## config.mk

```make
export PLATFORM = sky130hd
export DESIGN_NAME = prod_accumulator
export DESIGN_NICKNAME = d
export VERILOG_FILES = /design/src/rtl/prod_accumulator_pkg.sv /design/src/rtl/sat_add.sv /design/src/rtl/prod_accumulator.sv
export SDC_FILE = /design/constraint.sdc
export NUM_CORES = 1
export LEC_CHECK = 0
export CAP_MARGIN = 30
export CORE_UTILIZATION = 40
export CTS_BUF_LIST = sky130_fd_sc_hd__clkbuf_8
export DETAILED_ROUTE_END_ITERATION = 8
export PLACE_DENSITY = 0.69
export SETUP_SLACK_MARGIN = 0.1
export SYNTH_ARGS = -nofsm -noshare
export SYNTH_HDL_FRONTEND = slang
export SYNTH_SLANG_ARGS = --single-unit
```

## constraint.sdc

```tcl
create_clock -name clk -period 7.15 [get_ports clk]
set_clock_uncertainty 0.1 [all_clocks]
set_input_delay 1.0725 -clock clk [delete_from_list [all_inputs] [get_ports clk]]
set_output_delay 1.0725 -clock clk [all_outputs]
set_load 0.03 [all_outputs]
```

## src/rtl/prod_accumulator_pkg.sv

```systemverilog
// prod_accumulator_pkg
// Shared definitions for the product accumulator block:
//   - default operand width (N) and accumulator width (ACC_W)
//   - FSM state encoding (IDLE=0, ACCUM=1, DONE=2)
package prod_accumulator_pkg;

    localparam int N_DEFAULT     = 8;
    localparam int ACC_W_DEFAULT = 20;

    typedef enum logic [1:0] {
        IDLE  = 2'd0,
        ACCUM = 2'd1,
        DONE  = 2'd2
    } state_t;

endpackage : prod_accumulator_pkg

```

## src/rtl/sat_add.sv

```systemverilog
// sat_add
// Combinational unsigned saturating adder.
// Ports:
//   a   [ACC_W]  - current accumulator value
//   b   [2*N]    - unsigned product, zero-extended to ACC_W
//   s   [ACC_W]  - a+b, clamped to all-ones on overflow
//   sat          - high when the true sum exceeded 2^ACC_W-1
module sat_add
    import prod_accumulator_pkg::*;
#(
    parameter int N     = N_DEFAULT,
    parameter int ACC_W = ACC_W_DEFAULT
) (
    input  logic [ACC_W-1:0] a,
    input  logic [2*N-1:0]   b,
    output logic [ACC_W-1:0] s,
    output logic             sat
);

    // One extra bit catches the carry out of the ACC_W-bit addition.
    logic [ACC_W:0] wide_s;

    assign wide_s = {1'b0, a} + {{(ACC_W + 1 - 2*N){1'b0}}, b};

    // Clamp to all-ones when the carry bit is set.
    always_comb begin
        sat = wide_s[ACC_W];
        if (wide_s[ACC_W]) begin
            s = {ACC_W{1'b1}};
        end else begin
            s = wide_s[ACC_W-1:0];
        end
    end

endmodule : sat_add

```

## src/rtl/prod_accumulator.sv

```systemverilog
// prod_accumulator
// Accumulates a block of `len` unsigned products into a saturating
// accumulator, then presents the result with a valid/ready handshake.
// Ports:
//   clk, rst        - clock, synchronous active-high reset
//   clear           - synchronous abort to IDLE (acc/cnt/ovf cleared)
//   start, len      - begin a block of len products (accepted in IDLE only)
//   prod, prod_valid, prod_ready - upstream product stream
//   sum, ovf        - accumulated result and sticky saturation flag
//   out_valid, out_ready - downstream result handshake
//   busy            - high in ACCUM and DONE
module prod_accumulator
    import prod_accumulator_pkg::*;
#(
    parameter int N     = N_DEFAULT,
    parameter int ACC_W = ACC_W_DEFAULT
) (
    input  logic             clk,
    input  logic             rst,
    input  logic             clear,
    input  logic             start,
    input  logic [7:0]       len,
    input  logic [2*N-1:0]   prod,
    input  logic             prod_valid,
    output logic             prod_ready,
    output logic [ACC_W-1:0] sum,
    output logic             ovf,
    output logic             out_valid,
    input  logic             out_ready,
    output logic             busy
);

    state_t           state_r;
    state_t           state_next_s;
    logic [ACC_W-1:0] acc_r;
    logic [ACC_W-1:0] acc_next_s;
    logic [7:0]       cnt_r;
    logic [7:0]       cnt_next_s;
    logic [7:0]       len_r;
    logic [7:0]       len_next_s;
    logic             ovf_r;
    logic             ovf_next_s;
    logic             prod_ready_r;
    logic             out_valid_r;
    logic             busy_r;

    logic [ACC_W-1:0] add_s;
    logic             add_sat_s;

    sat_add #(
        .N     (N),
        .ACC_W (ACC_W)
    ) u_sat_add (
        .a   (acc_r),
        .b   (prod),
        .s   (add_s),
        .sat (add_sat_s)
    );

    // Next-state and datapath update; clear overrides every state.
    always_comb begin
        state_next_s = state_r;
        acc_next_s   = acc_r;
        cnt_next_s   = cnt_r;
        len_next_s   = len_r;
        ovf_next_s   = ovf_r;
        if (clear) begin
            state_next_s = IDLE;
            acc_next_s   = {ACC_W{1'b0}};
            cnt_next_s   = 8'd0;
            ovf_next_s   = 1'b0;
        end else begin
            case (state_r)
                IDLE: begin
                    if (start) begin
                        len_next_s = len;
                        acc_next_s = {ACC_W{1'b0}};
                        cnt_next_s = 8'd0;
                        ovf_next_s = 1'b0;
                        if (len == 8'd0) begin
                            state_next_s = DONE;
                        end else begin
                            state_next_s = ACCUM;
                        end
                    end else begin
                        state_next_s = IDLE;
                    end
                end
                ACCUM: begin
                    // prod_ready is high throughout ACCUM, so prod_valid alone
                    // marks a transfer here.
                    if (prod_valid) begin
                        acc_next_s = add_s;
                        ovf_next_s = ovf_r | add_sat_s;
                        cnt_next_s = cnt_r + 8'd1;
                        if (cnt_r == (len_r - 8'd1)) begin
                            state_next_s = DONE;
                        end else begin
                            state_next_s = ACCUM;
                        end
                    end else begin
                        state_next_s = ACCUM;
                    end
                end
                DONE: begin
                    // start here is deliberately ignored, even on the handoff cycle.
                    if (out_ready) begin
                        state_next_s = IDLE;
                    end else begin
                        state_next_s = DONE;
                    end
                end
                default: begin
                    state_next_s = IDLE;
                end
            endcase
        end
    end

    // State and datapath registers; status outputs decoded from next state
    // so they leave the flops aligned with the state they describe.
    always_ff @(posedge clk) begin
        if (rst) begin
            state_r      <= IDLE;
            acc_r        <= {ACC_W{1'b0}};
            cnt_r        <= 8'd0;
            len_r        <= 8'd0;
            ovf_r        <= 1'b0;
            prod_ready_r <= 1'b0;
            out_valid_r  <= 1'b0;
            busy_r       <= 1'b0;
        end else begin
            state_r      <= state_next_s;
            acc_r        <= acc_next_s;
            cnt_r        <= cnt_next_s;
            len_r        <= len_next_s;
            ovf_r        <= ovf_next_s;
            prod_ready_r <= (state_next_s == ACCUM);
            out_valid_r  <= (state_next_s == DONE);
            busy_r       <= (state_next_s != IDLE);
        end
    end

    assign sum        = acc_r;
    assign ovf        = ovf_r;
    assign prod_ready = prod_ready_r;
    assign out_valid  = out_valid_r;
    assign busy       = busy_r;

endmodule : prod_accumulator

```

# Yosys cells after proc, flatten, opt, wreduce, memory -nomap -nowiden
# Index checks and enable logic that the tools add are counted.
dict set report classes {
  reduce_logical 7
  bitwise_logic 2
  n_eq_ne 7
  mux 17
  n_lt_le_gt_ge 0
  div 0
  mul 0
  add_sub_neg 3
  shifts 0
}
# operator n
set ops {}
lappend ops {{$mux 20} 3}
lappend ops {{$pmux 20 s2} 1}
lappend ops {{$add 20x16->21} 1}
lappend ops {{$mux 8} 2}
lappend ops {{$pmux 8 s2} 1}
lappend ops {{$mux 2} 6}
lappend ops {{$add 8x1->8 const B} 1}
lappend ops {{$eq 8x8->1} 1}
lappend ops {{$logic_not 8->1} 1}
lappend ops {{$sub 8x1->8 const B} 1}
lappend ops {{$pmux 2 s3} 1}
lappend ops {{$reduce_and 3->1} 2}
lappend ops {{$eq 2x1->1 const B} 2}
lappend ops {{$eq 2x2->1 const B} 2}
lappend ops {{$ne 2x2->1 const B} 2}
lappend ops {{$reduce_bool 2->1} 2}
lappend ops {{$logic_not 2->1} 1}
lappend ops {{$mux 1} 2}
lappend ops {{$pmux 1 s2} 1}
lappend ops {{$reduce_or 2->1} 1}
lappend ops {{$not 1->1} 1}
lappend ops {{$or 1x1->1} 1}
dict set report totals {
  reg_bits 42
  mem_count 0
  mem_bits_ro 0
  out_inout_bits 24
  wordCells 44
  ram_bits 0
  latchBits 0
  inputBits 30
}

# Depth between registers and ports, before layout
# Gate-level depths: netlist (run 1).
dict set report logic_depth {
  word_depth 7
  depth_mapped 11
  depth_no_buf 10
}

# Hierarchy
# From an unflattened synthesis (run 1), not the netlist that was laid out.
dict set report hier_totals {
  cells_unflattened 378
  area_unflattened_um2 2890.3
}
# mod area_each_um2 n_inst cells_each seq_area_each_um2
set by_module_without_submodules {}
lappend by_module_without_submodules {prod_accumulator 1845.5 1 226 840.8}
lappend by_module_without_submodules {sat_add 1044.8 1 152 0.0}

# Least setup slack after synthesis (run 1)
# No wires, ideal clock.
dict set report synth_timing {
  path_type {input-to-reg}
  start {input port prod[0]}
  end {register acc_r[12] (netlist: sum[12])}
  setup_ns 0.132
  required_ns 6.918
  path_buffers 0
  slack_ns 4.127
  cell_stages 10
  t_arrival_ns 2.791
  cell_sequence {ha_1 -> inv_1 -> fa_1 -> nor2b_1 -> o31ai_2 -> a21oi_2 -> a211oi_4 -> mux2_2 -> o21ai_0 -> a21oi_1}
}
dict set report synth_between {
  elab_chain_cells 4
}
# item line_no
set synth_lines {}
lappend synth_lines {{start: declaration} prod_accumulator.sv:23} ;# input logic [2*N-1:0] prod,
lappend synth_lines {{$add 20x16->21} sat_add.sv:23} ;# assign wide_s = {1'b0, a} + {{(ACC_W + 1 - 2*N){1'b0}}, b};
lappend synth_lines {{$mux 20} sat_add.sv:28} ;# if (wide_s[ACC_W]) begin
lappend synth_lines {{$mux 20} prod_accumulator.sv:92} ;# if (prod_valid) begin
lappend synth_lines {{$pmux 20 s2} prod_accumulator.sv:73} ;# case (state_r)
lappend synth_lines {{end signal: assignment} prod_accumulator.sv:125} ;# acc_r <= {ACC_W{1'b0}};
lappend synth_lines {{end signal: assignment} prod_accumulator.sv:134} ;# acc_r <= acc_next_s;
lappend synth_lines {{end: declaration} prod_accumulator.sv:35} ;# logic [ACC_W-1:0] acc_r;
# Every way passes these cells. The select of a mux whose other input is x is not followed.
# A chain may end at the register's enable or synchronous reset.

# Final worst setup path (run 1)
dict set report layout_timing {
  start {input port prod[0]}
  end {register acc_r[7] (netlist: sum[7])}
}
# Same word-level chain as after synthesis.

==> flow_summary.yaml, run 1 <==
clock_tree:
  hold_buffers: 0
  cts-root-buf: "clkbuf_8"
  clkTransAtPathRegs_ns: 0.08
  tritoncts: "built"
  clock_sinks: 42
  post_cts_resized: 0
  h-tree-depth: 2
  clockBufferDepth: 2
  insertion_delay_ns: 0.30
  cts_buffers: 5
  post_cts_buffers: 0
worst_setup_path:
  cp_max_fo: 13
  end_kind: "flip-flop"
  crit_type: "in -> reg"
  arrival_ns: 3.73
  startpoint_type: "primary input"
  required_ns: 7.25
sta:
  hold_ws_ns: 0.3741
  relSlewSlack: 0.4174
  setup_viol: 0
  fmax_ghz: 0.2756
  worst_slack_ns: 3.521
  worst_slew_pin_slew_ns: 0.8738
  setup_tns_ns: 0
  drv_slew: 0
  finalCriticalPeriod_ns: 3.629
  min_period_over_period: 0.5075
  rsz0062_at_grt: "no"
  hold_viol: 0
synth:
  ys_ff_latch: 42
  async_flop_share: 0
  netlist_instances: 341
  postSynthAreaPerCell_um2: 8.017
  seq_area_frac_synth: 0.3076
  ys.flop_type: "dfxtp_1"
  synth-edff-count: 0
  synth_cell_type_count: 56
  syn_area_mm2: 0.002734
  syn_nets: 390
  yosysWarnings: 0
finish:
  final_nets: 437
  syn_to_final_growth_pct: 23.94
  design_area_mm2: 0.003388
  layout_commonest_cell: "clkdlybuf4s50_1"
  drive_gt1_frac: 0.04884
  antennaDiodeCount: 0
  nFillCells: 642
  layout_common_cells: "clkdlybuf4s50_1 (53), dfxtp_1 (42), nand2_1 (41), a21oi_1 (41), nor2_1 (24)"
floorplan:
  die_y_um: 84.67
  num_rows: 29
  die_area_mm2: 0.007169
  ioPinCount: 54
  initial_core_util: 0.4233
  core_mm2: 0.006459
  die_w_um: 84.67
routing:
  num_vias: 2611
  dr.pass1.iters: 6
  routed_wl_um: 6648
  postRouteAntennaNets: 0
  drc: 0
  drtIter0Drc: 184
  viasPerCell: 5.603
  wl_per_cell_um: 14.27
power:
  ir_drop_v: 0.00008278
  combPwrFrac: 0.178
  p_clk_frac: 0.318
  seq_power_share: 0.504
  p_int_mw: 0.3456
  p_switching_mw: 0.1351
  powerDensity_mw_per_mm2: 141.9
  leakagePower_nw: 1.267
  switching_share: 0.2810
placement:
  io_buffers: 53
  dpl_cell_area_mm2: 0.003302
  gp_congestion: 0.8742
  dp.final_hpwl_um: 4902
  place_ws_ns: 3.213
global_routing:
  grt_usage: 0.1873
  gr-total-overflow: 0
  antenna_found_initial: 0
  grt_pass1_wl_um: 10890
  grt_pass1_vias: 2327
  grt_max_degree: 26
run:
  drv_cap: 0
status:
  status: "completed"
worst_hold_path:
  hold_path.class: "reg -> reg"
-- synth_stat cells, types with 6 or more instances --
| master | number | area [um2] |
|---|---|---|
| nor3_1 | 8 | 40.04 |
| nand3_1 | 13 | 65.06 |
| xnor2_1 | 14 | 122.6 |
| inv_1 | 8 | 30.03 |
| a21oi_1 | 41 | 205.2 |
| a31oi_1 | 6 | 37.54 |
| xor2_1 | 15 | 131.4 |
| nand4_1 | 8 | 50.05 |
| o21ai_0 | 10 | 50.05 |
| clkbuf_1 | 10 | 37.54 |
| nand2_1 | 41 | 153.9 |
| o21ai_1 | 7 | 35.03 |
| nor2_1 | 24 | 90.09 |
| dfxtp_1 | 42 | 840.8 |
| a211oi_1 | 8 | 60.06 |
| ha_1 | 18 | 225.2 |
-- worst paths after layout --
kind / start / endpoint / slack (ns) / cells after the start
hold reg to reg: len_r[7] / len_r[7] / 0.37 / 2
setup / recovery: prod[0] / sum[7] / 3.52 / 11
hold / removal: len_r[7] / len_r[7] / 0.37 / 2
setup reg to reg: sum[0] / sum[7] / 4.40 / 10
-- registers in the layout, summed over array words and instances (netlist names) --
| name | cells |
|---|---|
| state_r | 2 |
| out_valid | 1 |
| len_r | 8 |
| ovf | 1 |
| cnt_r | 8 |
| prod_ready | 1 |
| busy | 1 |
| sum | 20 |
-- power by group through the flow --
stage               clock, mW  combinational (mW)  sequential, mW
global placement            0              0.0845           0.248
CTS                     0.155              0.0853           0.242
finish                  0.153              0.0855           0.242
detailed placement          0              0.0848           0.248
floorplan                   0              0.0505           0.250
global route            0.166              0.0943           0.243
-- cells by family (layout without fill, tap and decap cells) --
group / Yosys count / in the layout / share of synthesized area
buf+inv: 21 / 69 / 0.03250
xor+xnor: 29 / 29 / 0.09291
compound gates: 100 / 100 / 0.2362
simple gates: 128 / 128 / 0.2334
flops: 42 / 42 / 0.3076
mux: 2 / 2 / 0.007780
fa+ha+maj: 19 / 19 / 0.08970
-- metal layers --
layer | wire length, um | GRT usage | part of all wire
met5 | 0 | 0 | 0
met4 | 67 | 0.05701 | 0.010
met3 | 408 | 0.02065 | 0.061
met2 | 2838 | 0.2905 | 0.43
met1 | 3332 | 0.2726 | 0.50
-- stage by stage --
stage	power [mW]	std cells	utilization
2_1_floorplan	0.3005	341	-
3_3_place_gp	0.3321	458	0.5112
3_5_place_dp	0.3324	458	0.5112
4_1_cts	0.4823	466	0.5246
5_1_grt	0.5031	466	0.5246
6_report	0.4807	466	0.5246
-- cell type report --
class	count	area (um2)	area share
clock buffers	5	68.82	0.02031
multi-input cells	278	1804	0.5325
repair buffers	53	530.5	0.1566
clock inverters	3	17.52	0.005170
flip-flops and latches	42	840.8	0.2482
inverters	8	30.03	0.008863
well taps	77	96.34	0.02843
-- worst max-delay path, stage by stage --
cell             delay, ns
clkdlybuf4s50_1       0.46
ha_1                  0.16
inv_1                 0.05
fa_1                  0.39
nor2b_1               0.20
o31ai_2               0.12
a21oi_2               0.22
a211oi_4              0.09
o22ai_2               0.54
nor2_2                0.17
a211oi_1              0.25
No activity file was read; power rests on OpenSTA's default activity.
==> run 2: changes to the inputs <==
--- a/config.mk
+++ b/config.mk
@@ -9,7 +9,7 @@
 export CORE_UTILIZATION = 40
 export CTS_BUF_LIST = sky130_fd_sc_hd__clkbuf_8
 export DETAILED_ROUTE_END_ITERATION = 8
-export PLACE_DENSITY = 0.69
+export PLACE_DENSITY = 0.72
 export SETUP_SLACK_MARGIN = 0.1
 export SYNTH_ARGS = -nofsm -noshare
 export SYNTH_HDL_FRONTEND = slang
==> constraint.sdc (replaced) <==
create_clock -name clk -period 3.2 [get_ports clk]
set_clock_uncertainty 0.1 [all_clocks]
set_input_delay 0.48 -clock clk [delete_from_list [all_inputs] [get_ports clk]]
set_output_delay 0.48 -clock clk [all_outputs]
set_load 0.03 [all_outputs]
==> flow_summary.yaml, run 2 (synthesis gave the netlist of run 1 again) <==
floorplan:
  die_y_um: 84.67
  die_area_mm2: 0.007169
  die_w_um: 84.67
  initial_core_util: 0.4233
  core_mm2: 0.006459
  ioPinCount: 54
  num_rows: 29
sta:
  worst_slew_pin_slew_ns: 0.5096
  hold_viol: 0
  fmax_ghz: 0.3535
  drv_slew: 0
  min_period_over_period: 0.8840
  finalCriticalPeriod_ns: 2.829
  hold_ws_ns: 0.3725
  relSlewSlack: 0.6603
  setup_viol: 0
  rsz0062_at_grt: "no"
  worst_slack_ns: 0.3711
worst_setup_path:
  crit_path_top_delay_cell: "clkdlybuf4s50_1"
  cpPeakStageDelay_ns: 0.46
  rr_worst_depth: 11
  cp_max_fo: 3
  startpoint_type: "primary input"
  rr_startpoint: "sum[0]"
  cpLargestDelayFamily: "compound AO/OA/AOI/OAI gates"
  rrSetupSlack_ns: 0.64
  timing.critical_path.from: "prod[0]"
  arrival_ns: 2.90
  critPathBufInv: 3
  required_ns: 3.27
  crit_chain: "clkdlybuf4s50_1, ha_1, inv_1, fa_1, nor2b_1, o31ai_2, a21oi_2, a211oi_4, buf_4, o31ai_1, nor3b_1, o32ai_1"
  worst-path-stages: 12
  crit_end: "sum[18]"
  r2r-end: "sum[18]"
  crit_type: "in -> reg"
  end_kind: "flip-flop"
routing:
  drtIter0Drc: 160
  postRouteAntennaNets: 0
  wl_per_cell_um: 14.91
  viasPerCell: 5.592
  routed_wl_um: 7053
  dr.pass1.iters: 6
  drc: 4
  num_vias: 2645
global_routing:
  grt_max_degree: 26
  antenna_found_initial: 0
  grt_pass1_vias: 2432
  grt_usage: 0.2044
  gr-total-overflow: 0
  grt_pass1_wl_um: 11760
finish:
  layout_common_cells: "clkdlybuf4s50_1 (53), dfxtp_1 (42), nand2_1 (41), a21oi_1 (41), nor2_1 (24)"
  nFillCells: 645
  layout_commonest_cell: "clkdlybuf4s50_1"
  syn_to_final_growth_pct: 27.14
  antennaDiodeCount: 0
  drive_gt1_frac: 0.06818
  seqCellArea_um2: 840.8
  final_nets: 444
  multi_input_area_mm2: 0.001812
  design_area_mm2: 0.003476
  instances_no_fill: 473
  largest_reg_flops: 20
placement:
  place_ws_ns: -0.03325
  place_inst: 465
  gp_congestion: 0.8917
  io_buffers: 53
  dp.final_hpwl_um: 5294
  dpl_cell_area_mm2: 0.003354
worst_hold_path:
  hold_path.class: "reg -> reg"
  worstHoldPathCells: 2
clock_tree:
  insertion_delay_ns: 0.30
  tritoncts: "built"
  post_cts_resized: 0
  clockBufferDepth: 2
  hold_buffers: 0
  h-tree-depth: 2
  cts-root-buf: "clkbuf_8"
  cts_buffers: 5
  post_cts_buffers: 0
  clkTransAtPathRegs_ns: 0.09
  clock_sinks: 42
status:
  violations: "design-rule violations"
  status: "finished with violations"
power:
  leakagePower_nw: 1.299
  ir_drop_v: 0.0002045
  powerDensity_mw_per_mm2: 336.3
run:
  drv_cap: 0
==> run 2: worst register-to-register path: stages, from the launching register on <==
cell	delay [ns]
dfxtp_1	0.36
ha_1	0.18
inv_1	0.05
fa_1	0.39
nor2b_1	0.21
o31ai_2	0.10
a21oi_2	0.21
a211oi_4	0.08
buf_4	0.16
o31ai_1	0.26
nor3b_1	0.24
o32ai_1	0.10
==> run 2: how the worst min path moves through the flow <==
stage | startpoint | to | slack [ns]
2_1_floorplan | len_r[7] | len_r[7] | 0.35
3_3_place_gp | len_r[7] | len_r[7] | 0.36
3_5_place_dp | len_r[7] | len_r[7] | 0.36
4_1_cts | len_r[7] | len_r[7] | 0.38
5_1_grt | len_r[7] | len_r[7] | 0.40
6_report | len_r[7] | len_r[7] | 0.37
==> run 2: cell type report <==
type / count / area share
clock inverters: 3 / 0.01296
inverters: 8 / 0.008639
clock buffers: 5 / 0.01980
flip-flops and latches: 42 / 0.2419
multi-input cells: 278 / 0.5212
well taps: 77 / 0.02772
repair buffers: 60 / 0.1677
==> run 2: metrics by stage <==
stage | util | setup TNS, ns | total power, mW
2_1_floorplan | - | 0 | 0.6714
3_3_place_gp | 0.5194 | 0 | 0.7455
3_5_place_dp | 0.5194 | -0.09987 | 0.7478
4_1_cts | 0.5370 | 0 | 1.180
5_1_grt | 0.5382 | 0 | 1.219
6_report | 0.5382 | 0 | 1.169
==> run 2: power by group <==
| part | leakage [nW] | switching [mW] | internal [mW] | total, mW |
|---|---|---|---|---|
| clock network | 0.0504 | 0.198 | 0.232 | 0.431 |
| registers | 0.340 | 0.00947 | 0.532 | 0.541 |
| logic | 0.909 | 0.105 | 0.0929 | 0.197 |
==> run 2: metal layers <==
layer,global-route usage,share of wire
met1,0.2975,0.50
met2,0.3082,0.43
met3,0.03343,0.058
met4,0.06317,0.015
met5,0,0
==> run 3: changes to the inputs <==
--- a/config.mk
+++ b/config.mk
@@ -9,8 +9,10 @@
 export CORE_UTILIZATION = 40
 export CTS_BUF_LIST = sky130_fd_sc_hd__clkbuf_8
 export DETAILED_ROUTE_END_ITERATION = 8
+export GPL_TIMING_DRIVEN = 0
 export PLACE_DENSITY = 0.72
 export SETUP_SLACK_MARGIN = 0.1
+export SLEW_MARGIN = 20
 export SYNTH_ARGS = -nofsm -noshare
 export SYNTH_HDL_FRONTEND = slang
 export SYNTH_SLANG_ARGS = --single-unit
==> flow_summary.yaml, run 3 (synthesis gave the netlist of run 1 again) <==
status:
  status: "completed"
worst_setup_path:
  startpoint_type: "primary input"
  crit_type: "in -> reg"
  cp_max_fo: 4
  crit_chain: "clkdlybuf4s50_1, ha_1, inv_1, fa_1, nor2b_1, o31ai_2, a21oi_2, a211oi_4, mux2_2, o21ai_0, a21oi_1"
  rr_startpoint: "sum[0]"
  rr_worst_depth: 10
  arrival_ns: 2.95
  cpPeakStageDelay_ns: 0.42
  rrSetupSlack_ns: 0.60
  r2r-end: "sum[12]"
  crit_end: "sum[12]"
  required_ns: 3.27
  cpLargestDelayFamily: "compound AO/OA/AOI/OAI gates"
  worst-path-stages: 11
  timing.critical_path.from: "prod[0]"
  end_kind: "flip-flop"
  critPathBufInv: 2
  crit_path_top_delay_cell: "clkdlybuf4s50_1"
floorplan:
  die_area_mm2: 0.007169
  num_rows: 29
  die_w_um: 84.67
  initial_core_util: 0.4233
  die_y_um: 84.67
  core_mm2: 0.006459
  ioPinCount: 54
finish:
  antennaDiodeCount: 0
  layout_common_cells: "clkdlybuf4s50_1 (52), dfxtp_1 (42), nand2_1 (41), a21oi_1 (41), nor2_1 (24)"
  design_area_mm2: 0.003437
  final_nets: 449
  drive_gt1_frac: 0.05486
  largest_reg_flops: 20
  instances_no_fill: 478
  layout_commonest_cell: "clkdlybuf4s50_1"
  syn_to_final_growth_pct: 25.72
placement:
  io_buffers: 52
  dp.final_hpwl_um: 5372
  gp_congestion: 0.8625
  place_inst: 470
  dpl_cell_area_mm2: 0.003351
clock_tree:
  cts_buffers: 5
  clock_sinks: 42
  cts-root-buf: "clkbuf_8"
  post_cts_resized: 0
  post_cts_buffers: 0
  h-tree-depth: 2
  clkTransAtPathRegs_ns: 0.08
  insertion_delay_ns: 0.30
  tritoncts: "built"
  hold_buffers: 0
  clockBufferDepth: 2
sta:
  hold_ws_ns: 0.3794
  worst_slew_pin_slew_ns: 0.6284
  finalCriticalPeriod_ns: 2.885
  fmax_ghz: 0.3466
  rsz0062_at_grt: "no"
  hold_viol: 0
  setup_tns_ns: 0
  setup_viol: 0
  relSlewSlack: 0.5811
  min_period_over_period: 0.9015
  drv_slew: 0
routing:
  routed_wl_um: 7184
  drc: 0
  num_vias: 2720
  postRouteAntennaNets: 0
  viasPerCell: 5.690
  drtIter0Drc: 142
  dr.pass1.iters: 7
  wl_per_cell_um: 15.03
power:
  ir_drop_v: 0.0001891
  leakagePower_nw: 1.290
  totalPowerFinal_mw: 1.085
  powerDensity_mw_per_mm2: 315.7
worst_hold_path:
  hold_path.class: "reg -> reg"
run:
  drv_cap: 0
global_routing:
  grt_pass1_wl_um: 11540
  antenna_found_initial: 0
  grt_pass1_vias: 2415
  grt_max_degree: 14
  gr-total-overflow: 0
  grt_usage: 0.2012
run 3: cell count changes in the layout (fill, tap and decap cells not counted), moves of 2 or more:
cell / delta
clkinvlp_4: -2
clkbuf_1: +10
buf_2: +2
buf_4: -7
run 3: how the worst min path moves through the flow:
stage,start,end,depth (start not counted)
after floorplan,len_r[7],len_r[7],2
after global placement,len_r[7],len_r[7],2
after detailed placement,sum[12],sum[12],2
after CTS,len_r[7],len_r[7],2
after global routing,sum[12],sum[12],2
final,len_r[7],len_r[7],2
run 3: final cells by class:
| class | count | area (um2) |
|---|---|---|
| flip-flops and latches | 42 | 840.8 |
| repair buffers | 52 | 520.5 |
| plain buffers | 13 | 58.81 |
| well taps | 77 | 96.34 |
| clock inverters | 3 | 17.52 |
| inverters | 8 | 30.03 |
| clock buffers | 5 | 68.82 |
| multi-input cells | 278 | 1804 |
| fillers | 621 | 3022 |
run 3: worst min-delay path, delay by kind of cell, from the launching register on:
family,cells,cell delay [ns]
AND/OR/NAND/NOR,1,0.06
flip-flops,1,0.32
AO/OA/AOI/OAI,1,0.06
run 3: metrics by stage:
step / worst slack (ns) / util
final: 0.3152 / 0.5322
after global routing: 0.1742 / 0.5322
after CTS: 0.3390 / 0.5322
after detailed placement: 0.03647 / 0.5188
after global placement: 0.06200 / 0.5188
after floorplan: 0.7275 / -
run 3: metal layers:
layer	wire length, um	vias up	share of wire	track usage
met1	3458	1271	0.48	0.2817
met4	107	0	0.015	0.06780
met2	3184	86	0.44	0.3112
met5	0	-	0	0
li1	-	1353	-	-
met3	434	10	0.060	0.03736
run 3: power breakdown:
part / total (mW) / switching, mW / leakage, nW / internal, mW
Combinational: 0.198 / 0.107 / 0.901 / 0.0910
Clock: 0.346 / 0.195 / 0.0493 / 0.151
Sequential: 0.541 / 0.00934 / 0.340 / 0.532
